## config.mk

```make
export PLATFORM = sky130hd
export DESIGN_NAME = product_accumulator_128b
export DESIGN_NICKNAME = d
export VERILOG_FILES = /design/src/rtl/product_accumulator_128b_pkg.sv /design/src/rtl/product_accumulator_128b.sv
export SDC_FILE = /design/constraint.sdc
export NUM_CORES = 1
export LEC_CHECK = 0
export CORE_MARGIN = 3
export CORE_UTILIZATION = 46
export DETAILED_ROUTE_END_ITERATION = 16
export PLACE_DENSITY = 0.72
export SKIP_LAST_GASP = 1
export SYNTH_ARGS = -nofsm -noshare
export SYNTH_HDL_FRONTEND = slang
export SYNTH_SLANG_ARGS = --single-unit
```

## constraint.sdc

```tcl
create_clock -name iClk -period 6.25 [get_ports iClk]
set_clock_uncertainty 0.1 [all_clocks]
set_input_delay 0.625 -clock iClk [delete_from_list [all_inputs] [get_ports iClk]]
set_output_delay 0.625 -clock iClk [all_outputs]
set_load 0.05 [all_outputs]
```

## src/rtl/product_accumulator_128b_pkg.sv

```systemverilog
// Shared definitions for the product accumulator and its neighbours.
// Holds the FSM state encoding and the default datapath widths so the
// multiplier wrapper, the accumulator and the bench all agree.
package product_accumulator_128b_pkg;

   // FSM encoding; 2'd3 is unused and treated as IDLE
   localparam logic [1:0] ST_IDLE = 2'd0;
   localparam logic [1:0] ST_ACC  = 2'd1;
   localparam logic [1:0] ST_HOLD = 2'd2;

   localparam int DATA_W_DEF = 128;  // product width from the multiplier
   localparam int ACC_W_DEF  = 136;  // DATA_W + 8 guard bits
   localparam int CNT_W_DEF  = 16;   // term counter width

endpackage

```

## src/rtl/product_accumulator_128b.sv

```systemverilog
// Purpose: sums valid/last framed bursts of unsigned products into a wide accumulator.
// Latency: accepted term visible on oAcc/oCnt one cycle later; oValid one cycle after the last term.
// Backpressure: input never stalls; terms arriving while a result is held unconsumed are dropped (oDrop).
//
// Ports:
//   iClk, iRst (sync, active-high), iEn (freeze when low), iClr (sync clear)
//   iData/iValid/iLast : product stream from the multiplier (no backpressure)
//   iReady             : consumer accepts the held result
//   oAcc/oCnt/oOvf     : result, term count (saturating), sticky burst overflow
//   oValid             : result held; oDrop sticky drop flag; oBusy state != IDLE
module product_accumulator_128b
   import product_accumulator_128b_pkg::*;
#(
   parameter int DATA_W = DATA_W_DEF,
   parameter int ACC_W  = ACC_W_DEF,
   parameter int CNT_W  = CNT_W_DEF
) (
   input  logic              iClk,
   input  logic              iRst,
   input  logic              iEn,
   input  logic              iClr,
   input  logic [DATA_W-1:0] iData,
   input  logic              iValid,
   input  logic              iLast,
   input  logic              iReady,
   output logic [ACC_W-1:0]  oAcc,
   output logic [CNT_W-1:0]  oCnt,
   output logic              oValid,
   output logic              oOvf,
   output logic              oDrop,
   output logic              oBusy
);

   logic [1:0]       state_q, state_d;
   logic [ACC_W-1:0] acc_q, acc_d;
   logic [CNT_W-1:0] cnt_q, cnt_d;
   logic             ovf_q, ovf_d;
   logic             drop_q, drop_d;
   logic             valid_q, valid_d;
   logic             busy_q, busy_d;

   logic [ACC_W-1:0] data_ext;
   logic [ACC_W:0]   acc_sum;   // MSB is the carry out of the accumulator
   logic [CNT_W-1:0] cnt_inc;

   always_comb begin
      data_ext = '0;
      data_ext[DATA_W-1:0] = iData;
   end

   assign acc_sum = {1'b0, acc_q} + {1'b0, data_ext};
   assign cnt_inc = (cnt_q == {CNT_W{1'b1}}) ? cnt_q : cnt_q + CNT_W'(1);

   always_comb begin
      state_d = state_q;
      acc_d   = acc_q;
      cnt_d   = cnt_q;
      ovf_d   = ovf_q;
      drop_d  = drop_q;

      if (iClr) begin
         state_d = ST_IDLE;
         acc_d   = '0;
         cnt_d   = '0;
         ovf_d   = 1'b0;
         drop_d  = 1'b0;
      end else if (iEn) begin
         case (state_q)
            ST_ACC: begin
               if (iValid) begin
                  acc_d = acc_sum[ACC_W-1:0];
                  ovf_d = ovf_q | acc_sum[ACC_W];
                  cnt_d = cnt_inc;
                  if (iLast) state_d = ST_HOLD;
               end
            end
            ST_HOLD: begin
               if (iReady) begin
                  // Transfer completes; a same-cycle term opens the next burst
                  // so back-to-back bursts need no bubble.
                  if (iValid) begin
                     acc_d   = data_ext;
                     cnt_d   = CNT_W'(1);
                     ovf_d   = 1'b0;
                     state_d = iLast ? ST_HOLD : ST_ACC;
                  end else begin
                     state_d = ST_IDLE;
                  end
               end else if (iValid) begin
                  drop_d = 1'b1;
               end
            end
            default: begin
               // IDLE, and the unused encoding which falls back to IDLE
               if (iValid) begin
                  acc_d   = data_ext;
                  cnt_d   = CNT_W'(1);
                  ovf_d   = 1'b0;
                  state_d = iLast ? ST_HOLD : ST_ACC;
               end else begin
                  state_d = ST_IDLE;
               end
            end
         endcase
      end
   end

   // Status outputs registered from next-state so they come straight off flops
   always_comb begin
      valid_d = (state_d == ST_HOLD);
      busy_d  = (state_d == ST_ACC) || (state_d == ST_HOLD);
   end

   always_ff @(posedge iClk) begin
      if (iRst) begin
         state_q <= ST_IDLE;
         acc_q   <= '0;
         cnt_q   <= '0;
         ovf_q   <= 1'b0;
         drop_q  <= 1'b0;
         valid_q <= 1'b0;
         busy_q  <= 1'b0;
      end else begin
         state_q <= state_d;
         acc_q   <= acc_d;
         cnt_q   <= cnt_d;
         ovf_q   <= ovf_d;
         drop_q  <= drop_d;
         valid_q <= valid_d;
         busy_q  <= busy_d;
      end
   end

   assign oAcc   = acc_q;
   assign oCnt   = cnt_q;
   assign oOvf   = ovf_q;
   assign oDrop  = drop_q;
   assign oValid = valid_q;
   assign oBusy  = busy_q;

endmodule

```

==> flow_summary.toml <==
[worst_setup_path]
cpMaxStageDelayCell = "o21ai_0"
crit_buf_inv = 2
crit_type = "in -> reg"
crit_path_start_kind = "input pin"
cp_top_family = "compound AO/OA/AOI/OAI gates"
crit_arrival_ns = 5.01
slowest_delay_ns = 0.78
cp-end-kind = "register"
path_max_fanout = 6
crit_chain = "clkdlybuf4s50_1, ha_1, inv_1, fa_1, and2b_1, o2111ai_1, a31oi_2, a211oi_1, o21ai_0, a311o_1, nand2_1, a2bb2oi_1, o21ai_0, xnor2_1, a221oi_1, nor2_1"
crit_required_ns = 6.48
crit_path_frequent_cell = "o21ai_0"

[run_status]
status = "complete, no violations"

[clock_network]
clk_latency_ns = 0.47
cts_tree = "yes"
clk_pin_slew_ns = 0.07
cts_max_level = 4
ctsResizeCount = 0
numCtsBuffers = 17
ctsHoldBuffers = 0
post-cts-setup-buffers = 0
cts.path.max_buffers = 2
clock_tree.root_cell = "clkbuf_16"
clock-sinks = 158

[synthesis]
ys_top_cells_by_area = "dfxtp_1 (21%), ha_1 (11%), a21oi_1 (9.8%)"
synth_edf_count = 0
yosys_warnings = 0
syn_nets = 2409
synth_flop_cell = "dfxtp_1"
synth_seq_area_share_pct = 20.5
synth_top_area_share_pct = 20.5
synth_cell_types = 82
async_reset_ff_share_pct = 0
synth_area_per_cell_sq_um = 7.20
syn_inst = 2141
yosysTopAreaCell = "dfxtp_1"
synth_seq_cells = 158
syn_area_sq_mm = 0.0154

[power_and_ir_drop]
p_per_area_mw_per_mm2 = 163
p_leak_nw = 7.22
ir_worst_vdd_uv = 226

[floorplan]
core_sq_mm = 0.0328
dieHeight_um = 189
ios = 291
num_rows = 66
die_w_um = 189
dieArea_sq_mm = 0.0357
start_util_pct = 47.0

[final_layout]
area_growth_pct = 23.4
drive_gt1_share_pct = 3.81
final_cell_mix = "a21oi_1 (302), clkdlybuf4s50_1 (290), nor2_1 (238)"
fin_nets = 2594
fin_area_sq_mm = 0.0190
final_common_cell = "a21oi_1"
antenna_cells = 0

[sta]
layout_min_cycle_time_ns = 4.78
max_freq_ghz = 0.209
setup_ws_ns = 1.47
fin_setup_tns_ns = 0
final-setup-viol-count = 0
hold_viol = 0
rsz0062_at_grt = "no"
worst_slew_pin_slew_ns = 1.06
drv_slew = 0
maxSlewHeadroom_pct = 29.1
finalCritPeriodShare_pct = 76.5

[route]
ant_nets = 0
route.detailed.drc = 0
drt-total-wl_um = 61900
vias = 17500
viasPerCell = 6.28
routedWlPerCell_um = 22.3
drtIter0Drc = 1349
dr.pass1.iters = 5

[placement]
dpl_cell_area_sq_mm = 0.0184
place.gp.congestion = 0.986
preCtsSetupSlack_ns = 1.04
dp_hpwl_um = 48200
port_buffers = 290

[global_route]
grt_pass1_wl_um = 96100
antenna_found_initial = 0
grt_max_degree = 95
grt_pass1_vias = 16700
overflow = 0
grt_use_total_pct = 33.6

[run]
cap_violations = 0

[hold_path]
min_path_type = "reg -> reg"
-- sequential cells by signal, indices dropped and copies added (netlist names) --
name     cells
oOvf         1
oValid       1
oDrop        1
state_q      2
oCnt        16
oBusy        1
oAcc       136
-- final timing paths --
check	from	to	slack, ns	depth (start not counted)
worst min-delay path	oOvf$_SDFFE_PP0P_	oOvf$_SDFFE_PP0P_	0.37	1
worst max register to register	oAcc[0]$_SDFFE_PP0P_	oAcc[106]$_SDFFE_PP0P_	1.75	15
worst max-delay path	iData[0]	oAcc[106]$_SDFFE_PP0P_	1.47	16
worst min register to register	oOvf$_SDFFE_PP0P_	oOvf$_SDFFE_PP0P_	0.37	1
-- power breakdown --
group          internal [W]  switching [W]  total (W)
logic              0.000355       0.000611   0.000966
clock network      0.000566       0.000509    0.00108
registers           0.00103      0.0000273    0.00106
-- kinds of logic after synthesis --
logic type,count (synthesis),share of synthesized area [%]
AO/OA/AOI/OAI,789,32.0
AND/OR/NAND/NOR,710,21.5
buffers and inverters,168,4.29
flip-flops,158,20.5
adder cells (fa/ha/maj),133,10.8
XOR/XNOR,131,7.45
multiplexers,52,3.38
-- final cells by class --
class / instances / area [sq um]
Tap cell: 442 / 553
Clock inverter: 14 / 133
Multi-Input combinational cell: 1815 / 11600
Timing Repair Buffer: 301 / 2990
Clock buffer: 18 / 439
Fill cell: 3177 / 13800
Sequential cell: 158 / 3160
Inverter: 33 / 124
-- synthesized netlist by cell type, types with 15 or more instances --
master and count:
nor4_1 15, inv_1 33, ha_1 132, a21o_1 64, o21bai_1 31, and3_1 25, xor2_1 52, a31oi_1 19
o211ai_1 15, nand3_1 31, xnor2_1 79, o21a_1 20, dfxtp_1 158, mux2i_1 52, clkbuf_1 97, a211oi_1 63
nand4_1 77, buf_2 24, nand2_1 198, o21ai_0 159, nor3_1 47, nor2_1 241, a21oi_1 302
-- metal layers --
metal | global-route usage (%) | share of wire (%) | vias up
li1 | - | - | 8293
met1 | 45.5 | 44 | 8231
met2 | 54.6 | 46 | 828
met3 | 4.70 | 7.1 | 125
met4 | 11.9 | 3.0 | 0
met5 | 0 | 0 | -
-- through the flow --
stage                     hold WS, ns  util (%)  total power, W  instances
after detailed placement        0.361      56.3         0.00203       2749
after CTS                       0.377      58.0         0.00310       2781
after global routing            0.403      58.0         0.00323       2781
after floorplan                 0.413         -         0.00169       2141
after global placement          0.357      56.3         0.00203       2749
final                           0.371      58.0         0.00310       2781
(Power assumes the default switching activity.)
